[src/rtl/ram_arb_pkg.sv]
// Shared types and round-robin helper for the RAM-bank port arbiters.
package ram_arb_pkg;

   typedef enum logic {
      STATE_IDLE   = 1'b0,
      STATE_LOCKED = 1'b1
   } arb_state_t;

   localparam int MAX_REQ = 8;

   // First set bit of req at or after ptr, wrapping at n; returns ptr if none set.
   function automatic logic [2:0] rr_next_idx(input logic [MAX_REQ-1:0] req,
                                              input logic [2:0]         ptr,
                                              input int                 n);
      logic [2:0] idx;
      logic       found;
      int         j;
      idx   = ptr;
      found = 1'b0;
      for (int i = 0; i < MAX_REQ; i++) begin
         j = (int'(ptr) + i) % n;
         if (i < n && !found && req[j]) begin
            idx   = 3'(j);
            found = 1'b1;
         end
      end
      return idx;
   endfunction

endpackage

[src/rtl/rr_grant_sel.sv]
// Combinational round-robin grant: one-hot grant plus encoded index.
module rr_grant_sel
   import ram_arb_pkg::*;
#(
   parameter int N  = 4,
   parameter int IW = $clog2(N)
) (
   input  logic [N-1:0]  req,
   input  logic [IW-1:0] ptr,
   output logic [N-1:0]  gnt,
   output logic [IW-1:0] idx
);

   logic [2:0] sel;

   assign sel = rr_next_idx(MAX_REQ'(req), 3'(ptr), N);
   assign idx = IW'(sel);

   always_comb begin
      gnt = '0;
      if (|req) gnt[idx] = 1'b1;
   end

endmodule

[src/rtl/ram_port_arbiter.sv]
// Round-robin arbiter sharing one single-port RAM bank, with burst locking
// and a one-hot tag on the returned read data.
module ram_port_arbiter
   import ram_arb_pkg::*;
#(
   parameter int NUM_REQ         = 4,
   parameter int SRAM_WORD       = 32,
   parameter int SRAM_ADDR_WIDTH = $clog2(SRAM_WORD),
   parameter int SRAM_WIDTH      = 256,
   parameter int REQ_ID_WIDTH    = $clog2(NUM_REQ)
) (
   input  logic                               clk,
   input  logic                               rst,
   input  logic [NUM_REQ-1:0]                 req_valid,
   input  logic [NUM_REQ-1:0]                 req_write,
   input  logic [NUM_REQ-1:0]                 req_last,
   input  logic [NUM_REQ*SRAM_ADDR_WIDTH-1:0] req_addr,
   input  logic [NUM_REQ*SRAM_WIDTH-1:0]      req_wdata,
   output logic [NUM_REQ-1:0]                 req_ready,
   output logic [NUM_REQ-1:0]                 rsp_valid,
   output logic [SRAM_WIDTH-1:0]              rsp_data,
   output logic [SRAM_ADDR_WIDTH-1:0]         ram_addr_r,
   output logic [SRAM_ADDR_WIDTH-1:0]         ram_addr_w,
   output logic                               ram_read_en,
   output logic                               ram_write_en,
   output logic [SRAM_WIDTH-1:0]              ram_data_in,
   input  logic [SRAM_WIDTH-1:0]              ram_data_out
);

   arb_state_t                  state;
   logic [REQ_ID_WIDTH-1:0]     ptr;
   logic [REQ_ID_WIDTH-1:0]     owner;
   logic [NUM_REQ-1:0]          req_mask;
   logic [NUM_REQ-1:0]          gnt;
   logic [REQ_ID_WIDTH-1:0]     g;
   logic                        granted;
   logic                        g_write;
   logic                        g_last;
   logic [SRAM_ADDR_WIDTH-1:0]  g_addr;
   logic [SRAM_WIDTH-1:0]       g_wdata;
   logic [SRAM_ADDR_WIDTH-1:0]  addr_q;
   logic [SRAM_WIDTH-1:0]       wdata_q;

   function automatic logic [REQ_ID_WIDTH-1:0] inc_ptr(input logic [REQ_ID_WIDTH-1:0] p);
      return (int'(p) == NUM_REQ - 1) ? '0 : p + 1'b1;
   endfunction

   // While locked only the owner's bit reaches the selector, so its pointer is irrelevant.
   assign req_mask = (state == STATE_LOCKED) ? (req_valid & (NUM_REQ'(1) << owner)) : req_valid;

   rr_grant_sel #(.N(NUM_REQ), .IW(REQ_ID_WIDTH)) u_sel (
      .req (req_mask),
      .ptr (ptr),
      .gnt (gnt),
      .idx (g)
   );

   assign granted = |gnt;
   assign g_write = req_write[g];
   assign g_last  = req_last[g];
   assign g_addr  = req_addr[int'(g)*SRAM_ADDR_WIDTH +: SRAM_ADDR_WIDTH];
   assign g_wdata = req_wdata[int'(g)*SRAM_WIDTH +: SRAM_WIDTH];

   assign req_ready    = gnt;
   assign ram_read_en  = granted & ~g_write;
   assign ram_write_en = granted & g_write;
   // Idle cycles keep the last command's address/data on the pins to avoid toggling.
   assign ram_addr_r   = granted ? g_addr : addr_q;
   assign ram_addr_w   = granted ? g_addr : addr_q;
   assign ram_data_in  = granted ? g_wdata : wdata_q;
   assign rsp_data     = ram_data_out;

   always_ff @(posedge clk) begin
      if (rst) begin
         state     <= STATE_IDLE;
         ptr       <= '0;
         owner     <= '0;
         rsp_valid <= '0;
         addr_q    <= '0;
         wdata_q   <= '0;
      end else begin
         rsp_valid <= ram_read_en ? gnt : '0;
         if (granted) begin
            addr_q  <= g_addr;
            wdata_q <= g_wdata;
         end
         case (state)
            STATE_IDLE: begin
               if (granted) begin
                  if (g_last) begin
                     ptr <= inc_ptr(g);
                  end else begin
                     state <= STATE_LOCKED;
                     owner <= g;
                  end
               end
            end
            STATE_LOCKED: begin
               if (granted && g_last) begin
                  state <= STATE_IDLE;
                  ptr   <= inc_ptr(owner);
               end
            end
            default: state <= STATE_IDLE;
         endcase
      end
   end

endmodule

[config.mk]
export PLATFORM = sky130hd
export DESIGN_NAME = ram_port_arbiter
export DESIGN_NICKNAME = d
export VERILOG_FILES = /design/src/rtl/ram_arb_pkg.sv /design/src/rtl/rr_grant_sel.sv /design/src/rtl/ram_port_arbiter.sv
export SDC_FILE = /design/constraint.sdc
export NUM_CORES = 1
export LEC_CHECK = 0
export BUFFER_PORTS_ARGS = -buffer_cell sky130_fd_sc_hd__buf_2
export CORE_AREA = 5 5 716 718
export CTS_BUF_LIST = sky130_fd_sc_hd__clkbuf_8
export DETAILED_ROUTE_END_ITERATION = 16
export DIE_AREA = 0 0 721 723
export PLACE_DENSITY = 0.3
export SYNTH_ARGS = -nofsm -noshare
export SYNTH_HDL_FRONTEND = slang
export SYNTH_SLANG_ARGS = --single-unit
[constraint.sdc]
create_clock -name clk -period 20.9 [get_ports clk]
set_clock_uncertainty 0.15 [all_clocks]
set_input_delay 6.27 -clock clk [delete_from_list [all_inputs] [get_ports clk]]
set_output_delay 6.27 -clock clk [all_outputs]
set_load 0.005 [all_outputs]
==> flow_summary.json <==
{
  "io_pins": 1846,
  "synth_edf_count": 0,
  "min_path_cells": 2,
  "preCtsSetupSlack_ps": 3951,
  "final_design_area_no_fill_um2": 33460,
  "max_slew_headroom": 0.3302,
  "cts_root_buffer": "sky130_fd_sc_hd__clkbuf_8",
  "synthDominantAreaCellType": "sky130_fd_sc_hd__mux4_2",
  "dominant_synthesized_flop_cell": "sky130_fd_sc_hd__dfxtp_1",
  "detailedRoute.firstIterationViolations": 1561,
  "largest_stage_delay_on_the_critical_path_ps": 770,
  "synth_seq_cells": 270,
  "postRouteWirelength_mm": 321.3,
  "post_synth_inst_count": 1518,
  "postCtsSetupBuffers": 0,
  "hold_slack_ps": 430.6,
  "synth.avg_cell_area_um2": 12.58,
  "core_area_um2": 504500,
  "hold_violations_final": 0,
  "rrSetupSlack_ps": 15800,
  "areaGrowthSynthToFinish_pct": 75.24,
  "gp_congestion": 0.9107,
  "min-delay-path-class": "reg -> reg",
  "grt_use_total": 0.1179,
  "final_layout_size_suffix_gt1_frac": 0.7588,
  "worst-slew-pin-transition_ps": 1005,
  "layout_commonest_cell": "sky130_fd_sc_hd__buf_2",
  "fin_crit_ps": 16880,
  "p_seq_frac": 0.157,
  "timing.setup.tns_ps": 0,
  "cts.sinks": 270,
  "reg_to_reg_endpoint": "wdata_q[142]$_SDFF_PP0_",
  "vdd.ir_drop.worst_mv": 0.08623,
  "floorplan.initialDensity": 0.03784,
  "post-route-worst-setup-slack_ps": 4017,
  "num-fill-cells": 59390,
  "worst_r2r_start": "owner[0]$_SDFFE_PP0P_",
  "critPathTopFamily": "buffers and inverters",
  "cts_tree": "yes",
  "postSynth.asyncResetShare": 0,
  "place.detailed.hpwl_mm": 295.7,
  "cts.path.max_buffers": 4,
  "reg2reg_depth": 11,
  "pwr-share-clk": 0.149,
  "grt_first_pass_wirelength_mm": 366.2,
  "maxSlewViolCount": 0,
  "power.switching_uw": 2078,
  "placement_rows": 261,
  "total_leakage_power_uw": 0.01202,
  "fraction_of_power_spent_switching_nets": 0.4296,
  "overflow": 0,
  "drt_pass1_iterations": 6,
  "worstSetupEndpointType": "output pin",
  "startpoint_type": "input pin",
  "netlist_area_um2": 19090,
  "cp_data_arrival_time_ps": 10460,
  "synth_warnings": 0,
  "portBuffers": 1333,
  "most_common_cell_type_on_the_critical_path": "sky130_fd_sc_hd__buf_2",
  "avgViaCountPerCell": 2.227,
  "holdPathEnd": "wdata_q[196]$_SDFF_PP0_",
  "width_of_the_die_um": 721,
  "worstSkewPairLatency_ps": 840,
  "synth.net_count": 2837,
  "final_clock_period_utilization_by_the_worst_path": 0.8078,
  "setup_viol": 0,
  "comb_power_share": 0.694,
  "antenna_violating_nets_post_route": 0,
  "post-layout-total-power_uw": 4838,
  "drt_drc_violations_left": 0,
  "maximum_number_of_pins_on_one_net_before_global_route_repair": 93,
  "timing.hold.worst.start": "wdata_q[196]$_SDFF_PP0_",
  "timing.fmax_mhz": 59.23,
  "post_dp_cell_area_um2": 31730,
  "cts_inserted_buffers": 72,
  "nets": 3881,
  "cts.reportedPaths.clkPinSlew_ps": 50,
  "yosys.cell_types.count": 37,
  "setup.worst_path.class": "in -> out",
  "detail_route.wl_per_cell_um": 33.93,
  "die-area_um2": 521300,
  "intPower_uw": 2760,
  "power.density_nw_per_um2": 144.6,
  "mostFrequentLayoutCells": "1,332 x sky130_fd_sc_hd__buf_2, 270 x sky130_fd_sc_hd__dfxtp_1, 262 x sky130_fd_sc_hd__mux4_2",
  "cts.repair.resized": 0,
  "status": "complete, no violations",
  "holdBufCountCts": 0,
  "dieHeight_um": 723,
  "grt_antenna_before_repair": 460,
  "vias_in_the_first_global_route": 20010,
  "seq_area_frac_synth": 0.2831,
  "critical_path.slowest_cell": "sky130_fd_sc_hd__buf_4",
  "h-tree-depth": 3,
  "timing.critical_path.fanout_max": 66,
  "synth_top_area_frac": 0.3090,
  "synthTopCellsByArea": "sky130_fd_sc_hd__mux4_2 31%, sky130_fd_sc_hd__dfxtp_1 28%, sky130_fd_sc_hd__mux2_2 15%, sky130_fd_sc_hd__buf_4 10%, sky130_fd_sc_hd__nor2b_1 8.6%",
  "vias": 21080,
  "crit_buf_inv": 4,
  "critical_path_required_ps": 14480,
  "maxCapViolations": 0,
  "worstPathCellList": "buf_2, mux2i_1, a21oi_1, o211ai_1, o211a_4, buf_4, buf_12, mux4_2, mux2_2, buf_2",
  "rsz0062_at_grt": "false"
}
## logic make-up (layout without fill, tap and decap cells)
| logic type | count (synthesis) | after routing | synth area share |
|---|---|---|---|
| multiplexers | 530 | 530 | 0.4670 |
| buffers and inverters | 393 | 1479 | 0.1419 |
| AND/OR/NAND/NOR | 288 | 288 | 0.09233 |
| flip-flops | 270 | 270 | 0.2831 |
| AO/OA/AOI/OAI | 32 | 32 | 0.01239 |
| adder cells (fa/ha/maj) | 5 | 5 | 0.003277 |
| other | 0 | 157 | 0 |
## layout make-up
class	instances	area (um2)	share of cell area
inverters	11	48.80	0.001458
well taps	6706	8391	0.2508
clock inverters	31	168.9	0.005048
flip-flops and latches	270	5405	0.1615
clock buffers	85	1170	0.03497
diodes	157	392.9	0.01174
repair buffers	1352	6887	0.2058
multi-input cells	855	11000	0.3286
## cell usage after synthesis, types with 4 or more instances
cell	n
sky130_fd_sc_hd__buf_2	35
sky130_fd_sc_hd__nor2_1	8
sky130_fd_sc_hd__dfxtp_1	270
sky130_fd_sc_hd__mux4_2	262
sky130_fd_sc_hd__a211oi_1	4
sky130_fd_sc_hd__nor2b_1	261
sky130_fd_sc_hd__buf_6	27
sky130_fd_sc_hd__ha_1	5
sky130_fd_sc_hd__o21ai_0	4
sky130_fd_sc_hd__clkbuf_1	46
sky130_fd_sc_hd__mux2_2	261
sky130_fd_sc_hd__o211ai_1	4
sky130_fd_sc_hd__mux2i_1	4
sky130_fd_sc_hd__inv_1	9
sky130_fd_sc_hd__nor3_1	7
sky130_fd_sc_hd__a21oi_1	4
sky130_fd_sc_hd__buf_4	263
sky130_fd_sc_hd__buf_1	11
## how the worst max path moves through the flow
| stage | cells after the start | to | start |
|---|---|---|---|
| after CTS | 10 | ram_data_in[104] | req_valid[3] |
| final | 10 | ram_data_in[139] | req_valid[3] |
| after detailed placement | 10 | ram_data_in[104] | req_valid[3] |
| after global routing | 10 | ram_data_in[133] | req_valid[3] |
| after global placement | 10 | ram_data_in[104] | req_valid[3] |
| after floorplan | 14 | ram_data_in[220] | req_valid[3] |
## power groups by stage
stage | logic (uW) | clock network [uW] | registers (uW)
after detailed placement | 3450 | 0 | 769
after floorplan | 2110 | 0 | 748
after global placement | 3440 | 0 | 765
final | 3360 | 721 | 758
after CTS | 3470 | 789 | 759
after global routing | 3620 | 799 | 775
## per-layer routing
metal	share of wire	up-vias	wire length (um)	GRT usage
met4	0.055	216	17570	0.04525
li1	-	7650	-	-
met5	0.0071	-	2276	0.01156
met3	0.18	1099	59350	0.1019
met1	0.33	9838	107100	0.1149
met2	0.42	2277	134900	0.1782
## worst min-delay path: stages (launching register included)
cell and delay, ps:
sky130_fd_sc_hd__dfxtp_1 300, sky130_fd_sc_hd__mux2_2 140, sky130_fd_sc_hd__nor2b_1 110
## metrics by stage
stage,instances,util
after global routing,9358,0.06577
after global placement,9194,0.06288
after floorplan,1518,-
after detailed placement,9194,0.06288
after CTS,9310,0.06554
final,9467,0.06631
## registers in the layout, summed over array words and instances (netlist names), named ones only
register / flops
addr_q: 5
owner: 2
ptr: 2
rsp_valid: 4
wdata_q: 256
Note: power is estimated with default switching activity, not from simulation.
